===== src/rtl/wb_regfile.sv =====
// ============================================================================
// Module   : wb_regfile
// Brief    : Write-back stage register file: 32x32 GPRs with same-cycle
//            write-to-read bypass, commit trace, retire counter, Tnew check.
// Revision : 1.0 - initial release
// ============================================================================
`default_nettype none

module wb_regfile #(
  parameter logic [31:0] BUBBLE_PC = 32'h0000_0000,
  parameter int          CNT_W     = 32
) (
  input  logic             clk,
  input  logic             reset,
  input  logic [31:0]      wb_pc,
  input  logic [31:0]      wb_data,
  input  logic [4:0]       wb_addr,
  input  logic [2:0]       wb_tnew,
  input  logic [4:0]       rs_addr,
  input  logic [4:0]       rt_addr,
  output logic [31:0]      rs_data,
  output logic [31:0]      rt_data,
  output logic             trace_valid,
  output logic [31:0]      trace_pc,
  output logic [4:0]       trace_addr,
  output logic [31:0]      trace_data,
  output logic [CNT_W-1:0] retired,
  output logic             tnew_err
);

  localparam logic [CNT_W-1:0] c_cnt_one = {{(CNT_W-1){1'b0}}, 1'b1};

  logic [31:0]      r_regs [0:31];
  logic             r_trace_valid;
  logic [31:0]      r_trace_pc;
  logic [4:0]       r_trace_addr;
  logic [31:0]      r_trace_data;
  logic [CNT_W-1:0] r_retired;
  logic             r_tnew_err;
  logic             w_we;

  assign w_we = (wb_addr != 5'd0) && !reset;

  // Register 0 is never written (w_we excludes it), so it stays at its reset value.
  always_ff @(posedge clk) begin
    if (reset) begin
      for (int i = 0; i < 32; i++) begin
        r_regs[i] <= '0;
      end
    end else if (w_we) begin
      r_regs[wb_addr] <= wb_data;
    end
  end

  always_ff @(posedge clk) begin
    if (reset) begin
      r_trace_valid <= 1'b0;
      r_trace_pc    <= '0;
      r_trace_addr  <= '0;
      r_trace_data  <= '0;
      r_retired     <= '0;
      r_tnew_err    <= 1'b0;
    end else begin
      r_trace_valid <= w_we;
      if (w_we) begin
        r_trace_pc   <= wb_pc;
        r_trace_addr <= wb_addr;
        r_trace_data <= wb_data;
      end
      if (wb_pc != BUBBLE_PC) begin
        r_retired <= r_retired + c_cnt_one;
      end
      if (w_we && (wb_tnew != 3'd0)) begin
        r_tnew_err <= 1'b1;
      end
    end
  end

  // Write-before-read: a decode read of the register being committed sees the new value.
  always_comb begin
    rs_data = r_regs[rs_addr];
    if (rs_addr == 5'd0) begin
      rs_data = '0;
    end else if (w_we && (rs_addr == wb_addr)) begin
      rs_data = wb_data;
    end
  end

  always_comb begin
    rt_data = r_regs[rt_addr];
    if (rt_addr == 5'd0) begin
      rt_data = '0;
    end else if (w_we && (rt_addr == wb_addr)) begin
      rt_data = wb_data;
    end
  end

  assign trace_valid = r_trace_valid;
  assign trace_pc    = r_trace_pc;
  assign trace_addr  = r_trace_addr;
  assign trace_data  = r_trace_data;
  assign retired     = r_retired;
  assign tnew_err    = r_tnew_err;

endmodule

`default_nettype wire


===== config.mk =====
export PLATFORM = sky130hd
export DESIGN_NAME = wb_regfile
export DESIGN_NICKNAME = d
export VERILOG_FILES = /design/src/rtl/wb_regfile.sv
export SDC_FILE = /design/constraint.sdc
export NUM_CORES = 2
export LEC_CHECK = 0
export CAP_MARGIN = 20
export CORE_UTILIZATION = 30
export CTS_BUF_LIST = sky130_fd_sc_hd__clkbuf_16
export DETAILED_ROUTE_END_ITERATION = 12
export HOLD_SLACK_MARGIN = 0.1
export PLACE_DENSITY = 0.46
export SYNTH_ARGS = -nofsm -noshare
export SYNTH_HDL_FRONTEND = slang
export SYNTH_SLANG_ARGS = --single-unit

===== constraint.sdc =====
create_clock -name clk -period 15.2 [get_ports clk]
set_clock_uncertainty 0.05 [all_clocks]
set_input_delay 4.56 -clock clk [delete_from_list [all_inputs] [get_ports clk]]
set_output_delay 4.56 -clock clk [all_outputs]
set_load 0.01 [all_outputs]

==> summary.md <==
| Metric | Value |
|---|---|
| Routed WL | `roughly 240 mm` |
| CORE AREA | `slightly below 200,000 µm²` |
| Pre-CTS worst setup slack | `approximately 1.9 ns` |
| Synth cell count leaders | `edfxtp_1, and2_1, mux4_2` |
| Die Span Y | `443 µm` |
| Max Slew Vio Count | `0` |
| Vias in the first global route | `roughly 39,000` |
| Total power | `7.77 mW` |
| DIE AREA | `just under 200,000 µm²` |
| Final Hold Fails | `0` |
| Period utilization | `88.0%` |
| Endpoints failing setup | `0` |
| Startpoint types | `input pin` |
| Req. time, crit path | `10.59 ns` |
| Total track usage | `23.7%` |
| Minimum clock period | `13.37 ns` |
| Final core occ | `35.6%` |
| Post-synthesis async set-or-reset flop share | `0%` |
| M3 GR Usage | `4.95%` |
| Slew @ Worst Pin | `approximately 1.2 ns` |
| Netlist Area Pre-Place | `around 58,000 µm²` |
| CTS tree | `built` |
| Post-CTS setup buffer count | `0` |
| Drt pass-1 iters | `5` |
| Nets | `4,263` |
| CTS Buffer Depth | `3` |
| Setup WS post-layout | `between 1.5 and 2 ns` |
| Status | `complete, no violations` |
| Synthesis-to-layout area growth | `17.5%` |
| Multi-input logic area | `24,600 µm²` |
| Post-route insts no fill | `6,825` |
| Setup_tns | `0 ns` |
| Worst-path cell chain | `clkdlybuf4s50_1 > buf_4 > or3_1 > o31ai_4 > o311ai_4 > buf_4 > a31oi_1 > a221o_1 > clkdlybuf4s50_1` |
| Remaining antenna violation count | `0` |
| Crit Path Class | `in2out` |
| Number of synthesized flops with an enable pin | `1,024` |
| Worst path top cell family by delay | `buffers and inverters` |
| Port buffer count | `between 200 and 300` |
| Worst-path clk slew | `0.05 ns` |
| Post-cts gate resize count | `0` |
| GR Util met2 | `a little under two fifths` |
| Initial Util | `a little under a third` |
| First-pass GRT wire length | `between 300 and 400 mm` |
| Clk sinks | `~1,100` |
| Worst path max stage delay | `~1 ns` |
| Netlist cell types | `between 50 and 60` |
| Top_reg_cell synth | `edfxtp_1` |
| CP arrival | `8.76 ns` |
| Fillcell total | `approximately 18,000` |
| Max H-tree Level | `4` |
| CP Buf/Inv Count | `4` |
| Most frequent cell after synthesis | `edfxtp_1` |
| Die W | `443 µm` |
| Hold crit path type | `reg2reg` |
| Crit. End Element | `output pin` |
| Initial antenna violation count | `27` |
| GPL Wtd Cong | `approximately 0.84` |
| Clock Latency Late Sink | `0.76 ns` |
| Sequential share of the synthesized area | `around 56%` |
| Routed vias/inst | `5.68` |
| Via count | `between 30,000 and 40,000` |
| Leakage | `approximately 23 nW` |
| Fmax | `74.8 MHz` |
| CTS Buf Count | `about 140` |
| Root Buffer | `clkbuf_16` |
| RSZ-0062 raised after global routing | `false` |
| Yosys warnings | `0` |
| Synth Instances | `between 4,000 and 5,000` |
| Largest net degree at the start of global routing | `110` |
| Cells after DPL | `roughly 6,600` |
| #FFs+latches synth | `1,127` |
| Yosys top cell area share | `about 53%` |
| WL/cell | `34.7 µm` |
| Post-DP HPWL | `148 mm` |
| Max-Slew Margin vs Limit | `a little under a fifth` |
| Met1 Resource Use GR | `between 30% and 40%` |
| Post-route DRC | `0` |
| Remaining global-route overflow | `0` |
| Ports | `around 250` |
| Post-synth top area cell | `edfxtp_1` |
| Avg Inst Size Synth | `roughly 15 µm²` |
| Seq. cell area | `32,800 µm²` |
| Layout cells sized above 1 | `between 20 and 25%` |
| CP max-delay cell | `o311ai_4` |
| Hold Buf Count CTS | `0` |
| Synth top area cells | `edfxtp_1, mux4_2, and2_1` |
| Power Density | `around 110 nW/µm²` |
| Max IR drop VDD | `between 0.1 and 0.15 mV` |
| Row count | `between 150 and 200` |
| Busiest layer in global routing | `met2` |
| Max_cap viols | `0` |
| Critical Path Fanout Max | `16` |
| Starting DRT DRC Count | `around 4,500` |
cell usage in the layout (no fill, tap or decap), types with 11 or more instances in the layout:
cell type / n
nand3b_1: 28
mux4_2: 516
clkinv_1: 38
clkinv_2: 16
nor4_1: 12
and2_1: 995
o2111ai_1: 15
diode_2: 14
nor2_4: 33
xor2_1: 15
a21oi_1: 106
nand3_1: 39
a22oi_1: 118
buf_4: 156
o21ai_4: 31
dfxtp_1: 103
clkbuf_16: 143
or3_1: 21
conb_1: 32
edfxtp_1: 1024
clkdlybuf4s50_1: 241
o21ai_0: 11
a221o_1: 47
a211oi_1: 11
a31oi_1: 23
o211a_1: 16
nand2_1: 179
o211ai_1: 33
nor2_1: 32
xnor2_1: 11
inv_1: 43
mux2i_1: 42
o22ai_1: 33
through the flow:
stage	instance area, µm²	hold WS (ns)
after floorplan	58600	0.426
after global placement	64400	0.387
after detailed placement	64500	0.393
after CTS	68600	0.400
after global routing	68700	0.420
final	68700	0.398
worst paths after layout:
kind                         startpoint                          to  slack, ns  cells after the start
max                          wb_addr[4]                 rs_data[11]       1.83                      9
min          trace_data[3]$_SDFFE_PP0P_  trace_data[3]$_SDFFE_PP0P_       0.40                      2
max reg2reg     retired[0]$_SDFFE_PP0P_    retired[30]$_SDFFE_PP0P_      12.75                      6
min reg2reg  trace_data[3]$_SDFFE_PP0P_  trace_data[3]$_SDFFE_PP0P_       0.40                      2
report_power, final:
group	switching [mW]	internal, mW	total [mW]
clock network	1.36	1.73	3.09
registers	0.0857	3.56	3.64
logic	0.602	0.432	1.03
total	2.05	5.72	7.77
tightest hold or removal path: cells and delay by family, from the launching register on:
family,cells,cell delay (ns)
AO/OA/AOI/OAI,1,0.05
flip-flops,1,0.30
AND/OR/NAND/NOR,1,0.05
cell families after synthesis:
logic type,count (synthesis),synth area share (%)
AO/OA/AOI/OAI,473,5.70
XOR/XNOR,26,0.390
adder cells (fa/ha/maj),1,0.0214
buffers and inverters,438,3.21
flip-flops,1127,56.1
multiplexers,559,20.6
other,1,0.00641
AND/OR/NAND/NOR,1395,13.9
registers in the layout, indices dropped and copies added (netlist names):
register and flops:
trace_valid 1, trace_pc 32, r_regs 1024, trace_data 32, retired 32, tnew_err 1, trace_addr 5
routing by layer:
metal  wire [µm]  vias up
met2      109000     1931
met5          29        -
met1       99600    20700
li1            -    15800
met4        8420        4
met3       19200      353
layout make-up:
cell class | instances | share of cell area [%]
Clock buffer | 142 | 5.17
Inverter | 8 | 0.0455
Timing Repair Buffer | 419 | 5.78
Clock inverter | 103 | 0.816
Multi-Input combinational cell | 2486 | 35.8
Antenna cell | 14 | 0.0510
Sequential cell | 1127 | 47.8
Tap cell | 2526 | 4.60
Note: power is estimated with default switching activity, not from simulation.
